### config.mk
export PLATFORM = sky130hd
export DESIGN_NAME = serializer
export DESIGN_NICKNAME = d
export VERILOG_FILES = /design/src/rtl/serializer_pkg.sv /design/src/rtl/serializer.sv
export SDC_FILE = /design/constraint.sdc
export NUM_CORES = 1
export LEC_CHECK = 0
export CAP_MARGIN = 40
export CORE_MARGIN = 2
export CORE_UTILIZATION = 45
export DETAILED_ROUTE_END_ITERATION = 12
export MAX_ROUTING_LAYER = met4
export PLACE_DENSITY = 0.79
export SETUP_SLACK_MARGIN = 0.05
export SYNTH_ARGS = -nofsm -noshare
export SYNTH_HDL_FRONTEND = slang
export SYNTH_SLANG_ARGS = --single-unit
### constraint.sdc
create_clock -name clk -period 1.7 [get_ports clk]
set_clock_uncertainty 0.2 [all_clocks]
set_input_delay 0.17 -clock clk [delete_from_list [all_inputs] [get_ports clk]]
set_output_delay 0.17 -clock clk [all_outputs]
set_load 0.03 [all_outputs]
### src/rtl/serializer_pkg.sv
// Shared link definitions for the bit-stuffed serial link (transmit and receive ends).
// Holds the default stuffing run, the idle fill byte and the line FSM state encoding.
package serializer_pkg;

    localparam int         STUFF_RUN_DEFAULT = 5;
    localparam logic [7:0] IDLE_BYTE_DEFAULT = 8'h00;

    // Line FSM: either shifting a data/idle bit or emitting an inserted stuff 0.
    localparam logic [0:0] ST_DATA  = 1'b0;
    localparam logic [0:0] ST_STUFF = 1'b1;

    // Width of the consecutive-ones counter for a given stuffing run length.
    function automatic int ones_width(input int run);
        return $clog2(run + 1);
    endfunction

endpackage

### src/rtl/serializer.sv
// Transmit end of the bit-stuffed serial link: bytes in over valid/ready, MSB-first line out,
// a stuffed 0 after every STUFF_RUN line 1s, and IDLE_BYTE filled in whenever nothing is queued.
module serializer
    import serializer_pkg::*;
#(
    parameter int         STUFF_RUN = STUFF_RUN_DEFAULT,
    parameter logic [7:0] IDLE_BYTE = IDLE_BYTE_DEFAULT
) (
    input  logic       clk,
    input  logic       reset_n,
    input  logic [7:0] in_data,
    input  logic       in_valid,
    output logic       in_ready,
    output logic       data_out,
    output logic       strobe,
    output logic       stuff_bit,
    output logic       underrun
);

    localparam int                ONES_W    = ones_width(STUFF_RUN);
    localparam logic [ONES_W-1:0] RUN_LIMIT = ONES_W'(STUFF_RUN);

    logic [0:0]        r_state;
    logic [7:0]        r_shreg;
    logic [2:0]        r_bit_idx;
    logic [ONES_W-1:0] r_ones;
    logic [7:0]        r_hold;
    logic              r_hold_full;
    logic              r_underrun;

    logic              w_line_bit;
    logic              w_byte_end;
    logic              w_accept;
    logic [ONES_W-1:0] w_ones_next;
    logic              w_run_hit;

    assign w_line_bit  = r_shreg[3'd7 - r_bit_idx];
    assign w_byte_end  = (r_state == ST_DATA) && (r_bit_idx == 3'd7);
    assign w_accept    = in_valid && !r_hold_full;
    assign w_ones_next = w_line_bit ? (r_ones + ONES_W'(1)) : '0;
    assign w_run_hit   = (w_ones_next == RUN_LIMIT);

    // Line-side state. The run counter deliberately ignores byte boundaries, so a stuff 0
    // may land between bit 0 of one byte and the MSB of the next.
    // NOTE: sequential state uses non-blocking assignments so every flop samples pre-edge values.
    always_ff @(posedge clk or negedge reset_n) begin
        if (!reset_n) begin
            r_state    <= ST_DATA;
            r_shreg    <= IDLE_BYTE;
            r_bit_idx  <= 3'd0;
            r_ones     <= '0;
            r_underrun <= 1'b0;
        end else begin
            r_underrun <= 1'b0;
            case (r_state)
                ST_DATA: begin
                    r_bit_idx <= r_bit_idx + 3'd1;
                    if (w_run_hit) begin
                        r_ones  <= '0;
                        r_state <= ST_STUFF;
                    end else begin
                        r_ones <= w_ones_next;
                    end
                    if (r_bit_idx == 3'd7) begin
                        if (r_hold_full) begin
                            r_shreg <= r_hold;
                        end else begin
                            r_shreg    <= IDLE_BYTE;
                            r_underrun <= 1'b1;
                        end
                    end
                end
                default: begin
                    r_ones  <= '0;
                    r_state <= ST_DATA;
                end
            endcase
        end
    end

    // Holding register flag: drained on the byte-end load, refilled on accept. The two
    // never coincide because accept requires the register to be empty.
    always_ff @(posedge clk or negedge reset_n) begin
        if (!reset_n) begin
            r_hold_full <= 1'b0;
        end else if (w_byte_end && r_hold_full) begin
            r_hold_full <= 1'b0;
        end else if (w_accept) begin
            r_hold_full <= 1'b1;
        end
    end

    // NOTE: the hold data register has no reset; r_hold_full alone decides whether it is read.
    always_ff @(posedge clk) begin
        if (w_accept) begin
            r_hold <= in_data;
        end
    end

    assign data_out  = (r_state == ST_DATA) && w_line_bit;
    assign strobe    = w_byte_end;
    assign stuff_bit = (r_state == ST_STUFF);
    assign underrun  = r_underrun;
    assign in_ready  = !r_hold_full;

endmodule

=== Yosys cells after proc, flatten, opt, wreduce, memory -nomap -nowiden ===
Index checks and enable logic that the tools add are counted.

* $lt $le $gt $ge: 1
* Eq/ne operators: 2
* Reductions and logical operators: 7
* Add/subtract/negate cells: 3
* Bitwise logic cells: 1
* Muxes and demuxes: 13

{| class="wikitable"
|+ Operators by type and width
! kind !! count
|-
| 2-to-1 mux 3 bit || 3
|-
| 2-to-1 mux 1 bit || 8
|-
| 2-to-1 mux 8 bit || 1
|-
| adder 3 x 1 -> 3 bit, second input constant || 2
|-
| equality test 3 bit, second input constant || 2
|-
| logical AND 1 bit || 4
|-
| < comparator 3 x 4 -> 1 bit, second input constant || 1
|-
| binary-select mux 1 bit (select 3 bit) || 1
|-
| subtractor 3 bit, first input constant || 1
|-
| AND reduction 2 bit || 1
|-
| nonzero test 2 bit || 1
|-
| logical NOT 1 bit || 1
|-
| NOT 1 bit || 1
|}

* Input bits: 11
* Output and inout bits: 5
* Register bits: 25

=== Longest topological paths before layout ===
* Depth after elaboration: 7
* Mapped depth: 5

=== Worst setup path before layout ===
No wires, ideal clock.

* Path kind: register -> output
* From: register r_bit_idx[0]
* To: output data_out
* Buffers on the path: 1
* Stages on the path, launching flop included: 5
* Data arrival time: 1.471 ns
* Required time: 1.330 ns
* Path slack: -0.141 ns
* Cells stage by stage: dfrtp_1 -> buf_4 -> mux2i_1 -> a221o_1 -> nor2_1

* Cells in the longest elaborated chain, start to end: 4

{| class="wikitable"
|+ Ends and longest elaborated chain
! element !! line !! RTL
|-
| start, declared || serializer.sv:25 || <nowiki>logic [2:0] r_bit_idx;</nowiki>
|-
| start signal, assigned || serializer.sv:57 || <nowiki>r_bit_idx <= r_bit_idx + 3'd1;</nowiki>
|-
| subtractor 3 bit || serializer.sv:37 || <nowiki>assign w_line_bit = r_shreg[3'd7 - r_bit_idx];</nowiki>
|-
| binary-select mux 1 bit (select 3 bit) || serializer.sv:37 ||
|-
| 2-to-1 mux 1 bit (implied by the code) || serializer.sv:37 ||
|-
| logical AND 1 bit || serializer.sv:100 || <nowiki>assign data_out = (r_state == ST_DATA) && w_line_bit;</nowiki>
|-
| end, declared || serializer.sv:14 || <nowiki>output logic data_out,</nowiki>
|}

Every way passes these cells. The select of a mux whose other input is x is not followed.

=== Worst setup path in the final report ===
Same ends and word-level chain as after synthesis.

==> parameters.txt <==
Parameter                              Value

Synth
  Number of flops mapped to enable cells by yosys ... 8
  Most used flip-flop cell after synthesis ... dfrtp_1
  Net Count, Synth ... 97
  Seq/Total Area, Yosys ... 63.7%
  Gate count of the mapped netlist ... 83
  Count of unique library cells instantiated by Yosys ... 24
  Share of synthesized flip-flops with an asynchronous set or reset ... 68.0%
  Post-synthesis sequential element count ... 25
  Area fraction of the dominant cell type after synthesis ... 40.7%
  Area of the mapped netlist ... between 1000 and 1500 sq um
  Number of warnings issued by yosys ... 0
  Synth area leader ... dfrtp_1
  Post-synthesis area per instance ... 12.6 sq um
  Synth area leaders ... dfrtp_1, edfxtp_1, nand2_1
  Ranking of synthesized cells by instance count ... dfrtp_1, nand2_1, edfxtp_1

Worst hold path
  Worst hold path depth ... 1
  End point of the worst hold path ... r_hold[3]
  Kind of path behind the tightest hold check ... in -> reg
  HP Start ... in_data[3]

Final layout
  Layout cells sized above 1 ... 30.7%
  Number of nets at the end of the flow ... about 130
  Diode count ... 0
  Final Util ... 64.9%
  Area growth, synth to finish ... 37.5%

Timing
  Fmax ... 0.512 GHz
  Setup slack after layout ... -252 ps
  Minimum clock period ... 1950 ps
  Tightest Pin Transition ... 360 ps
  # setup viols final ... 4
  Period utilisation layout ... 115%
  Worst relative slew slack ... around three quarters
  Total Neg Setup Slack ... -550 ps
  Setup repair after global routing missed its margin ... true
  Final count of hold timing violations ... 0
  Pins Over Slew Limit ... 0

Detailed routing
  Drc violations ... 0
  Drt initial violations ... 2
  Routed vias ... 679
  Avg WL per Cell ... 12.6 um
  Number of nets still failing antenna checks after routing ... 0
  Via-per-instance ratio ... 4.78
  Pre-Repair DR Iteration Count ... 4
  Total detailed-routing wirelength ... 1.79 mm

Global routing
  Largest net degree at the start of global routing ... 18
  Initial antenna violation count ... 0
  Number of global-route vias before repair ... 729
  Global-route wire length before repair ... 2.99 mm
  Aggregate global routing overflow ... 0
  Gr usage total ... between 10% and 20%

Status
  Run status ... complete, but fails checks
  Violated checks ... negative setup slack

Flow run
  Number of max-cap violations ... 0

Pwr
  Share of total power in sequential cells ... 35.6%
  Logic pwr share ... a little over half
  Worst vdd ir ... 0.00115 V
  Internal portion of total power ... 1670 uW
  Power Dens Cells ... 1890 nW/um^2
  Clock network fraction of total power ... 9.9%
  Switching power ... 1050 uW
  Net switching fraction of the power ... 38.5%
  Leakage dissipation ... 0.000633 uW

Setup path
  Worst-case register-to-register setup slack ... -70 ps
  Worst path required time ... 1330 ps
  Crit path max fanout ... 4
  Launch point of the worst reg-to-reg path ... r_bit_idx[0]
  Worst reg2reg endpoint ... r_ones[0]
  Master of the slowest instance on the critical path ... dfrtp_2
  Critical Path Sink Type ... output port
  Crit path arrival time ... 1580 ps
  R2R depth ... 4
  Startpoint type of the worst setup path ... flop
  Crit Path Class ... reg -> out
  Delay of the slowest critical-path stage ... between 400 and 500 ps
  List of cells traversed by the critical path ... mux2i_1 -> a221o_2 -> nor2_4 -> buf_6

CTS
  Worst-Skew Late Latency ... 320 ps
  Root buf cell ... clkbuf_4
  Clock input transition at the sequential cells of the worst setup and hold paths ... 130 ps
  Clock tree sinks ... 25
  CTS tree ... built
  Inserted Clock Buffers ... 3
  Count of H-tree levels built during CTS ... 1
  CTS max path bufs ... 2

Place
  Number of port buffers ... 15
  Routability-driven placement congestion ratio ... between 0.7 and 0.8

Floorplan
  Core region area ... 2210 sq um
  Initial core utilization ... 47.2%
  Total Die Area ... 2720 sq um
  Top-Level Pins ... 16
  X dimension of the die ... 52.2 um
  Die height ... around 52 um
  Number of placement rows ... 17
==> routing by layer <==
layer  part of all wire [%]  track usage [%]  wire (um)
met3                    4.0             3.43         72
met5                      0                -          0
met2                     57             29.5       1020
met4                    1.7             6.41         31
met1                     37             16.9        659
==> registers in the layout, indices dropped and copies added, names as in the netlist <==
name         flops
r_bit_idx        3
underrun         1
r_hold           8
r_hold_full      1
r_shreg          8
stuff_bit        1
r_ones           3
==> repair_timing <==
action | CTS | global route
endpoints found under the hold margin | 17 | 0
endpoints found under the setup margin | 8 | 6
resized for setup | 16 | 6
pin swaps | 4 | 2
buffers inserted | 4 | 0
hold buffers | 1 | 0
==> layout by cell type, fill, tap and decap left out <==
cell type        instances
clkdlybuf4s50_1         10
o21ai_1                  4
clkbuf_4                 3
nor3_2                   2
mux2i_1                  4
dlygate4sd2_1            3
a2111oi_4                1
dfrtp_2                  2
clkinvlp_4               1
o21ai_0                  4
nor2_1                   2
edfxtp_1                 8
nor2_4                   1
ha_1                     1
ha_4                     2
mux2_2                   2
buf_6                    5
inv_1                    2
dlygate4sd3_1            1
dfrtp_1                 15
buf_4                   11
a22o_2                   1
nor4b_4                  1
xor2_1                   1
xnor2_1                  1
nand2_1                 17
o21bai_1                 1
nor2b_1                  3
nor2b_4                  1
nand3b_1                 1
and2_4                   1
a221o_2                  1
and2_1                   1
==> worst max-delay path: cells and delay by family (launching register included) <==
family | cells | cell delay (ps)
AOI/OAI and AO/OA | 1 | 400
buffers and inverters | 1 | 130
DFF | 1 | 480
muxes | 1 | 140
and+or+nand+nor | 1 | 100
==> worst max-delay path by stage <==
stage                     depth (start not counted)          from        to
after floorplan                                   4  r_bit_idx[0]  data_out
after global placement                            4  r_bit_idx[0]  data_out
after detailed placement                          5  r_bit_idx[0]  data_out
after CTS                                         5  r_bit_idx[0]  data_out
after global routing                              4  r_bit_idx[1]  data_out
final                                             4  r_bit_idx[0]  data_out
==> through the flow <==
step | worst slack [ps] | cell area, sq um | hold slack (ps) | instances | total power (uW)
finish | -252 | 1440 | 189 | 142 | 2720
floorplan | 46.4 | 1050 | -326 | 83 | 1770
detailed placement | 2.77 | 1290 | 271 | 133 | 2160
global placement | 47.1 | 1290 | 264 | 133 | 2100
CTS | -291 | 1420 | 177 | 142 | 2680
global route | -300 | 1440 | 182 | 142 | 2910
==> power by group through the flow <==
| stage | sequential [uW] | combinational, uW | clock, uW |
|---|---|---|---|
| final | 968 | 1480 | 270 |
| after floorplan | 959 | 816 | 0 |
| after global routing | 993 | 1620 | 302 |
| after detailed placement | 972 | 1190 | 0 |
| after global placement | 961 | 1140 | 0 |
| after CTS | 962 | 1430 | 281 |
==> cells by family (layout without fill, tap and decap cells) <==
kind of cell,count (synthesis),in the layout,share of synthesized area [%]
AO/OA/AOI/OAI,12,12,8.98
flip-flops,25,25,63.7
buffers and inverters,5,36,2.16
AND/OR/NAND/NOR,30,30,13.9
adder cells (fa/ha/maj),3,3,3.59
multiplexers,6,6,5.99
XOR/XNOR,2,2,1.68
==> layout make-up <==
cell class | count | area (sq um)
Fill cell | 188 | 776
Tap cell | 28 | 35.0
Timing Repair Buffer | 30 | 275
Multi-Input combinational cell | 53 | 420
Sequential cell | 25 | 668
Clock inverter | 1 | 7.51
Clock buffer | 3 | 22.5
Inverter | 2 | 7.51
Note: power is estimated with default switching activity, not from simulation.
